**src/rtl/cacheline_adaptor_if.sv**
```systemverilog
// Bus bundle between the cache-side line port and the 64-bit burst memory port.
// The slave view belongs to the adaptor; the master view drives it from outside.
interface cacheline_adaptor_if;
  localparam int unsigned ADDR_W = 32;
  localparam int unsigned LINE_W = 256;
  localparam int unsigned BEAT_W = 64;

  logic [ADDR_W-1:0] pmem_address;
  logic              pmem_read;
  logic              pmem_write;
  logic [LINE_W-1:0] pmem_wdata;
  logic [LINE_W-1:0] pmem_rdata;
  logic              pmem_resp;
  logic [ADDR_W-1:0] mem_address;
  logic              mem_read;
  logic              mem_write;
  logic [BEAT_W-1:0] mem_burst_o;
  logic [BEAT_W-1:0] mem_burst_i;
  logic              mem_resp;

  modport slave (
    input  pmem_address, pmem_read, pmem_write, pmem_wdata, mem_burst_i, mem_resp,
    output pmem_rdata, pmem_resp, mem_address, mem_read, mem_write, mem_burst_o
  );

  modport master (
    output pmem_address, pmem_read, pmem_write, pmem_wdata, mem_burst_i, mem_resp,
    input  pmem_rdata, pmem_resp, mem_address, mem_read, mem_write, mem_burst_o
  );
endinterface

```
**src/rtl/cacheline_adaptor.sv**
```systemverilog
// Converts one 256-bit line request into a four-beat 64-bit memory burst (read or write),
// pulsing pmem_resp for one cycle after the fourth accepted beat.
module cacheline_adaptor (
  input  logic                clk,
  input  logic                rst,
  cacheline_adaptor_if.slave  bus
);
  localparam int unsigned ADDR_W  = 32;
  localparam int unsigned BEAT_W  = 64;
  localparam int unsigned N_BEATS = 4;
  localparam int unsigned CNT_W   = 2;
  localparam int unsigned OFFS_W  = 5;
  localparam logic [CNT_W-1:0] LAST_BEAT = CNT_W'(N_BEATS - 1);

  typedef enum logic [2:0] {
    IDLE, RD_BURST, RD_DONE, WR_BURST, WR_DONE
  } state_t;

  state_t                          r_state, w_state_nxt;
  logic [CNT_W-1:0]                r_cnt, w_cnt_nxt;
  logic [ADDR_W-1:0]               r_addr, w_addr_nxt;
  logic [N_BEATS-1:0][BEAT_W-1:0]  r_line, w_line_nxt;
  logic [N_BEATS-1:0][BEAT_W-1:0]  r_rdata, w_rdata_nxt;
  logic                            r_pmem_resp, w_pmem_resp_nxt;
  logic                            r_mem_read, w_mem_read_nxt;
  logic                            r_mem_write, w_mem_write_nxt;
  logic [BEAT_W-1:0]               r_mem_burst_o, w_mem_burst_o_nxt;

  // Next-state and next-output decode; outputs are precomputed so they leave registers.
  always_comb begin
    w_state_nxt = r_state;
    w_cnt_nxt   = r_cnt;
    w_addr_nxt  = r_addr;
    w_line_nxt  = r_line;
    w_rdata_nxt = r_rdata;

    case (r_state)
      IDLE: begin
        if (bus.pmem_write || bus.pmem_read) begin
          w_addr_nxt  = {bus.pmem_address[ADDR_W-1:OFFS_W], {OFFS_W{1'b0}}};
          w_line_nxt  = bus.pmem_wdata;
          w_cnt_nxt   = '0;
          w_state_nxt = bus.pmem_write ? WR_BURST : RD_BURST;
        end
      end
      RD_BURST: begin
        if (bus.mem_resp) begin
          w_rdata_nxt[r_cnt] = bus.mem_burst_i;
          w_cnt_nxt          = CNT_W'(r_cnt + 1'b1);
          if (r_cnt == LAST_BEAT) w_state_nxt = RD_DONE;
        end
      end
      WR_BURST: begin
        if (bus.mem_resp) begin
          w_cnt_nxt = CNT_W'(r_cnt + 1'b1);
          if (r_cnt == LAST_BEAT) w_state_nxt = WR_DONE;
        end
      end
      RD_DONE, WR_DONE: w_state_nxt = IDLE;
      default:          w_state_nxt = IDLE;
    endcase

    w_mem_read_nxt    = (w_state_nxt == RD_BURST);
    w_mem_write_nxt   = (w_state_nxt == WR_BURST);
    w_pmem_resp_nxt   = (w_state_nxt == RD_DONE) || (w_state_nxt == WR_DONE);
    w_mem_burst_o_nxt = (w_state_nxt == WR_BURST) ? w_line_nxt[w_cnt_nxt] : '0;
  end

  // State and output registers; reset wins over any request or beat.
  always_ff @(posedge clk) begin
    if (rst) begin
      r_state       <= IDLE;
      r_cnt         <= '0;
      r_addr        <= '0;
      r_line        <= '0;
      r_rdata       <= '0;
      r_pmem_resp   <= 1'b0;
      r_mem_read    <= 1'b0;
      r_mem_write   <= 1'b0;
      r_mem_burst_o <= '0;
    end else begin
      r_state       <= w_state_nxt;
      r_cnt         <= w_cnt_nxt;
      r_addr        <= w_addr_nxt;
      r_line        <= w_line_nxt;
      r_rdata       <= w_rdata_nxt;
      r_pmem_resp   <= w_pmem_resp_nxt;
      r_mem_read    <= w_mem_read_nxt;
      r_mem_write   <= w_mem_write_nxt;
      r_mem_burst_o <= w_mem_burst_o_nxt;
    end
  end

  assign bus.pmem_rdata  = r_rdata;
  assign bus.pmem_resp   = r_pmem_resp;
  assign bus.mem_address = r_addr;
  assign bus.mem_read    = r_mem_read;
  assign bus.mem_write   = r_mem_write;
  assign bus.mem_burst_o = r_mem_burst_o;
endmodule

```
**src/flat_wrapper.sv**
```systemverilog
// flat-port wrapper written by rule: the top's interface ports become plain ports
module cacheline_adaptor_flat 
  (clk, rst, bus_pmem_address, bus_pmem_read, bus_pmem_write, bus_pmem_wdata, bus_mem_burst_i, bus_mem_resp, bus_pmem_rdata, bus_pmem_resp, bus_mem_address, bus_mem_read, bus_mem_write, bus_mem_burst_o);
  cacheline_adaptor_if bus_i ();
  input  logic clk;
  input  logic rst;
  input wire logic [$bits(bus_i.pmem_address)-1:0] bus_pmem_address;
  input wire logic [$bits(bus_i.pmem_read)-1:0] bus_pmem_read;
  input wire logic [$bits(bus_i.pmem_write)-1:0] bus_pmem_write;
  input wire logic [$bits(bus_i.pmem_wdata)-1:0] bus_pmem_wdata;
  input wire logic [$bits(bus_i.mem_burst_i)-1:0] bus_mem_burst_i;
  input wire logic [$bits(bus_i.mem_resp)-1:0] bus_mem_resp;
  output wire logic [$bits(bus_i.pmem_rdata)-1:0] bus_pmem_rdata;
  output wire logic [$bits(bus_i.pmem_resp)-1:0] bus_pmem_resp;
  output wire logic [$bits(bus_i.mem_address)-1:0] bus_mem_address;
  output wire logic [$bits(bus_i.mem_read)-1:0] bus_mem_read;
  output wire logic [$bits(bus_i.mem_write)-1:0] bus_mem_write;
  output wire logic [$bits(bus_i.mem_burst_o)-1:0] bus_mem_burst_o;
  assign bus_i.pmem_address = bus_pmem_address;
  assign bus_i.pmem_read = bus_pmem_read;
  assign bus_i.pmem_write = bus_pmem_write;
  assign bus_i.pmem_wdata = bus_pmem_wdata;
  assign bus_i.mem_burst_i = bus_mem_burst_i;
  assign bus_i.mem_resp = bus_mem_resp;
  assign bus_pmem_rdata = bus_i.pmem_rdata;
  assign bus_pmem_resp = bus_i.pmem_resp;
  assign bus_mem_address = bus_i.mem_address;
  assign bus_mem_read = bus_i.mem_read;
  assign bus_mem_write = bus_i.mem_write;
  assign bus_mem_burst_o = bus_i.mem_burst_o;
  cacheline_adaptor u_core (.clk(clk), .rst(rst), .bus(bus_i));
endmodule
```
**config.mk**
```make
export PLATFORM = sky130hd
export DESIGN_NAME = cacheline_adaptor_flat
export DESIGN_NICKNAME = d
export VERILOG_FILES = /design/src/rtl/cacheline_adaptor_if.sv /design/src/rtl/cacheline_adaptor.sv /design/src/flat_wrapper.sv
export SDC_FILE = /design/constraint.sdc
export NUM_CORES = 1
export LEC_CHECK = 0
export CORE_AREA = 2 2 275 277
export DETAILED_ROUTE_END_ITERATION = 6
export DIE_AREA = 0 0 277 279
export PLACE_DENSITY = 0.65
export SETUP_SLACK_MARGIN = 0.05
export SLEW_MARGIN = 20
export SYNTH_ARGS = -nofsm -noshare
export SYNTH_HDL_FRONTEND = slang
export SYNTH_SLANG_ARGS = --single-unit
```
**constraint.sdc**
```tcl
create_clock -name clk -period 1.9 [get_ports clk]
set_input_delay 0.19 -clock clk [delete_from_list [all_inputs] [get_ports clk]]
set_output_delay 0.19 -clock clk [all_outputs]
set_load 0.01 [all_outputs]
```
After elaboration in Yosys (flattened, before gate mapping)
Cells that the tools add are included.
- register bits: 611
- output and inout bits: 355
- word-level logic and storage cells: 52
- add/sub/neg operators: 1
- $lt $le $gt $ge: 3
- equal/unequal tests: 7
- muxes and demuxes: 17
- bitwise logic cells: 1
- reductions and logical operators: 8
- operator list (kind ; count):
    256-bit two-way mux ; 2
    256-bit bitwise mux ; 1
    64-bit binary-select mux with 2-bit select ; 1
    64-bit demux with 2-bit select ; 1
    64-bit two-way mux ; 2
    3-bit two-way mux ; 5
    3-bit by 2-bit == test with 1-bit output, second input constant ; 3
    3-bit one-hot mux with 3 select lines ; 1
    3-bit by 1-bit == test with 1-bit output, second input constant ; 2
    2-bit by 3-bit < comparator with 1-bit output, second input constant ; 2
    2-bit two-way mux ; 3
    2-bit one-hot mux with 2 select lines ; 1
    2-bit AND reduction ; 2
    2-bit OR reduction ; 2
    3-bit == test, second input constant ; 1
    3-bit zero test ; 1
    2-bit by 1-bit adder with 2-bit output, second input constant ; 1
    2-bit == test, second input constant ; 1
    2-bit by 1-bit greater-or-equal comparator with 1-bit output, second input constant ; 1
    1-bit logical OR ; 2
    1-bit logical AND ; 1
    1-bit NOT ; 1

Logic depth before layout (Yosys ltp)
- word-level depth: 7
- depth in mapped cells: 9

Least setup slack after synthesis
Ideal clock, no wire load.
- path kind: reg-to-reg
- start: reg u_core.r_cnt[0]
- end: reg u_core.r_mem_burst_o[53] (netlist: u_core.bus.mem_burst_o[53])
- setup time: 0.130 ns
- arrival: 1.904 ns
- required time: 1.770 ns
- path slack: -0.135 ns
- stages on the path, launching flop included: 10
- buffers on the path: 2
- path through: dfxtp_1 inv_1 ha_1 inv_1 o311a_1 buf_4 clkbuf_1 and3_1 o311ai_1 o31ai_1
- cells in the longest elaborated chain, start to end: 7
- elaborated cells between the ends (all ways): 15
- those cells by class: add/sub (1); eq/ne (2); mux (10); bitwise (1); reduce/logical (1)
- ends and longest elaborated chain (element ; RTL line ; source):
    from (decl) ; cacheline_adaptor.sv:20 ; logic [CNT_W-1:0] r_cnt, w_cnt_nxt;
    from (signal assigned) ; cacheline_adaptor.sv:83 ; r_cnt <= w_cnt_nxt;
    2-bit == test ; cacheline_adaptor.sv:50, cacheline_adaptor.sv:56 ;
    3-bit two-way mux, on equally long branches ; cacheline_adaptor.sv:56, cacheline_adaptor.sv:50 ;
    3-bit two-way mux, on equally long branches ; cacheline_adaptor.sv:54, cacheline_adaptor.sv:47 ;
    3-bit one-hot mux with 3 select lines ; cacheline_adaptor.sv:37 ; case (r_state)
    3-bit by 2-bit == test with 1-bit output ; cacheline_adaptor.sv:66 ; w_mem_burst_o_nxt = (w_state_nxt == WR_BURST) ? w_line_nxt[w_cnt_nxt] : '0;
    1-bit NOT (no source line) ; n/a ;
    2-bit OR reduction (no source line) ; n/a ;
    to (signal assigned) ; cacheline_adaptor.sv:90 ; r_mem_burst_o <= w_mem_burst_o_nxt;
    to (decl) ; cacheline_adaptor.sv:27 ; logic [BEAT_W-1:0] r_mem_burst_o, w_mem_burst_o_nxt;
Parallel ways exist; a longest one is shown, timed or not. The select of a mux whose other input is x is not followed.
A chain may end at the register's enable or synchronous reset.

Worst setup path after layout
- start: reg u_core.r_cnt[0]
- end: reg u_core.r_mem_burst_o[13] (netlist: u_core.bus.mem_burst_o[13])
Same word-level chain as after synthesis.

==> impl_metrics.ini <==
[outcome]
status = finished, violations left
violations = negative setup slack

[setup_path]
cp_top_family = compound AO/OA/AOI/OAI gates
cp_slowest_cell = dfxtp_2
cp.buffers_inverters = 4
crit_type = reg2reg
crit_chain = inv_2 > ha_4 > inv_2 > o311a_4 > buf_12 > and2_4 > buf_16 > o22ai_1 > o31ai_2
worstSetupEndpointType = flip-flop
cp_max_fo = 39
crit_arrival_ns = 2.51
worstPathRequired_ns = 2.36
crit_top_cell = inv_2
critPathLaunchType = flip-flop
cpPeakStageDelay_ns = 0.33

[synthesis]
synth_top_family_by_area = simple AND/OR/NAND/NOR gates
yosys.area_share.adder = 0.00217
synth-xor-area-share = 0
synth_edf_count = 0
syn_avg_cell_area_um2 = 7.90
syn_inst = 2922
synthFlopType = dfxtp_1
synthSimpleGateAreaFrac = 0.212
ys_seq_area_frac = 0.530
synth_cell_types = 36
synthArstFlopShare = 0
synthesis.area_um2 = 23100
synth_compound_area_frac = 0.204
ys.warnings.count = 0
ys_seq_elements = 611
synthMuxAreaShare = 0

[power_and_ir_drop]
p_total_uw = 31700
power.internal_uw = 23300
irDropWorstVdd_uv = 669
p_sw_frac = 0.264
power_density_nw_per_um2 = 891
p_comb_frac = 0.145
leakage_uw = 0.0129
pwr-share-seq = 0.436
p_switching_uw = 8370
clock_power_share = 0.418

[placed_design]
io_buffers = 701
finalWeightedCongestion = 0.867
dp_hpwl_um = 61900
post-place-cells = 4486
dp_worst_setup_slack_ns = -0.651

[finish]
areaGrowthSynthToFinish_pct = 54.1
stdcell_count = 4642
layout-drive-gt1-share = 0.119
num-nets-final = 3980
antenna_cells = 0

[timing]
rsz0062_at_grt = yes
fin_crit_ns = 2.05
setup_viol = 73
finClkSkew_ns = 0.0323
max_freq_ghz = 0.488
period_share = 1.08
timing.slew.headroom = 0.305
finalMaxSlewViolations = 0
holdWs_ns = 0.122
fin_ws_ns = -0.147
hold_viol_final = 0
worst_pin_slew_ns = 1.04

[die]
num_rows = 100
die_h_um = 279
die_w_um = 277
initial_core_util = 0.312
fp.coreArea_um2 = 74100
dieArea_um2 = 77300
pin_count = 712

[clocking]
cts_num_sinks = 611
cts_buffer_depth = 3
clk_latency_ns = 0.61
cts_tree = done
cts_buffers = 68
h-tree-depth = 3
cts_root_buf = clkbuf_16
clk_pin_slew_ns = 0.06

[global_route]
overflow = 0
antenna_found_initial = 5
grt_pass1_vias = 22200
grt_max_degree = 197
grtUsageTotal = 0.222
grt_pass1_wl_um = 135000

[drt]
vias = 23400
wl_per_cell_um = 20.0
vias_per_cell = 5.05
drt_wl_total_um = 92700
drtAntennaViolNets = 0
drt_iter0_drc = 1806
drtPass1Iterations = 6
drc = 0

[job]
drv_cap = 0

[hold_path]
holdCritPathClass = in2reg
-- layout by cell type, fill, tap and decap left out, types with 54 or more instances in the layout --
| cell type | count |
|---|---|
| buf_12 | 54 |
| dfxtp_1 | 604 |
| nor2_1 | 70 |
| clkbuf_16 | 79 |
| o22ai_1 | 62 |
| a21boi_0 | 62 |
| o31ai_1 | 56 |
| a21oi_1 | 494 |
| nand2_1 | 1066 |
| buf_4 | 93 |
| clkdlybuf4s50_1 | 695 |
-- path summary, 6_finish.rpt --
kind	start	endpoint	slack, ns	cells past startpoint
worst min register to register	u_core.r_line[242]	u_core.r_line[242]	0.45	2
worst max register to register	u_core.r_cnt[0]	u_core.bus.mem_burst_o[13]	-0.15	9
worst max-delay path	u_core.r_cnt[0]	u_core.bus.mem_burst_o[13]	-0.15	9
worst min-delay path	bus_pmem_address[12]	u_core.bus.mem_address[12]	0.12	3
-- cell usage after synthesis, drive strengths merged (2+ instances only) --
master,number,share of area
nand3b,2,0.00065
nor2,70,0.011
nand3,2,0.00098
o22ai,64,0.017
nor3,2,0.00065
nand2,1088,0.18
a21boi,66,0.021
nand2b,2,0.00054
dfxtp,611,0.53
buf,95,0.025
o311ai,65,0.025
o31ai,64,0.021
and3,64,0.017
clkbuf,163,0.027
a21oi,540,0.12
and2,7,0.0019
ha,4,0.0022
inv,4,0.00065
-- metal layers --
metal / GRT usage / up-vias / part of all wire
met1: 0.279 / 11100 / 0.41
met2: 0.366 / 999 / 0.47
met5: 0 / - / 0.00029
li1: - / 11200 / -
met3: 0.0663 / 151 / 0.088
met4: 0.0683 / 4 / 0.029
-- worst reg2reg max path: cells and delay by family, from the launching register on --
kind	cells	cell delay, ns
buffers and inverters	4	0.43
AND/OR/NAND/NOR	1	0.23
flip-flops	1	0.33
AO/OA/AOI/OAI	3	0.69
adder cells (fa/ha/maj)	1	0.26
-- metrics by stage --
step / util / instance area (um^2) / setup TNS, ns
after global routing: 0.480 / 35600 / -14.81
final: 0.480 / 35600 / -5.14
after floorplan: - / 23200 / 0
after CTS: 0.468 / 34600 / -4.00
after global placement: 0.432 / 32000 / -154.73
after detailed placement: 0.432 / 32000 / -154.61
-- what timing repair did --
item,CTS,global route
pin swaps,5,25
endpoints found under the hold margin,4,0
cloned,4,10
gates resized for setup,62,128
setup buffers,4,13
endpoints found under the setup margin,298,226
hold buffers,1,0
-- area by class of cell --
type / instances / area [um^2]
clock buffers: 103 / 2010
well taps: 969 / 1210
multi-input cells: 2054 / 10400
clock inverters: 21 / 245
flip-flops and latches: 611 / 12200
fillers: 7114 / 38500
repair buffers: 880 / 9400
inverters: 4 / 15.0
-- power by group through the flow --
stage	Sequential (uW)	Combinational [uW]	Clock [uW]
after floorplan	14000	1840	0
after global placement	14100	4230	0
after detailed placement	14100	4260	0
after CTS	13800	4370	13500
after global routing	13900	4940	14000
final	13800	4600	13200
-- registers in the layout, indices dropped and copies added, names as in the netlist --
register and count:
u_core.bus.mem_write 1, u_core.r_line 256, u_core.bus.pmem_resp 1, u_core.r_cnt 2, u_core.bus.mem_burst_o 64, u_core.bus.mem_address 27
u_core.r_state 3, u_core.bus.pmem_rdata 256, u_core.bus.mem_read 1
-- cells by family after synthesis --
family                     Yosys count
other                                1
DFF                                611
and+or+nand+nor                   1240
AOI/OAI and AO/OA                  804
buffers and inverters              262
adders and majority gates            4
(Power assumes the default switching activity.)
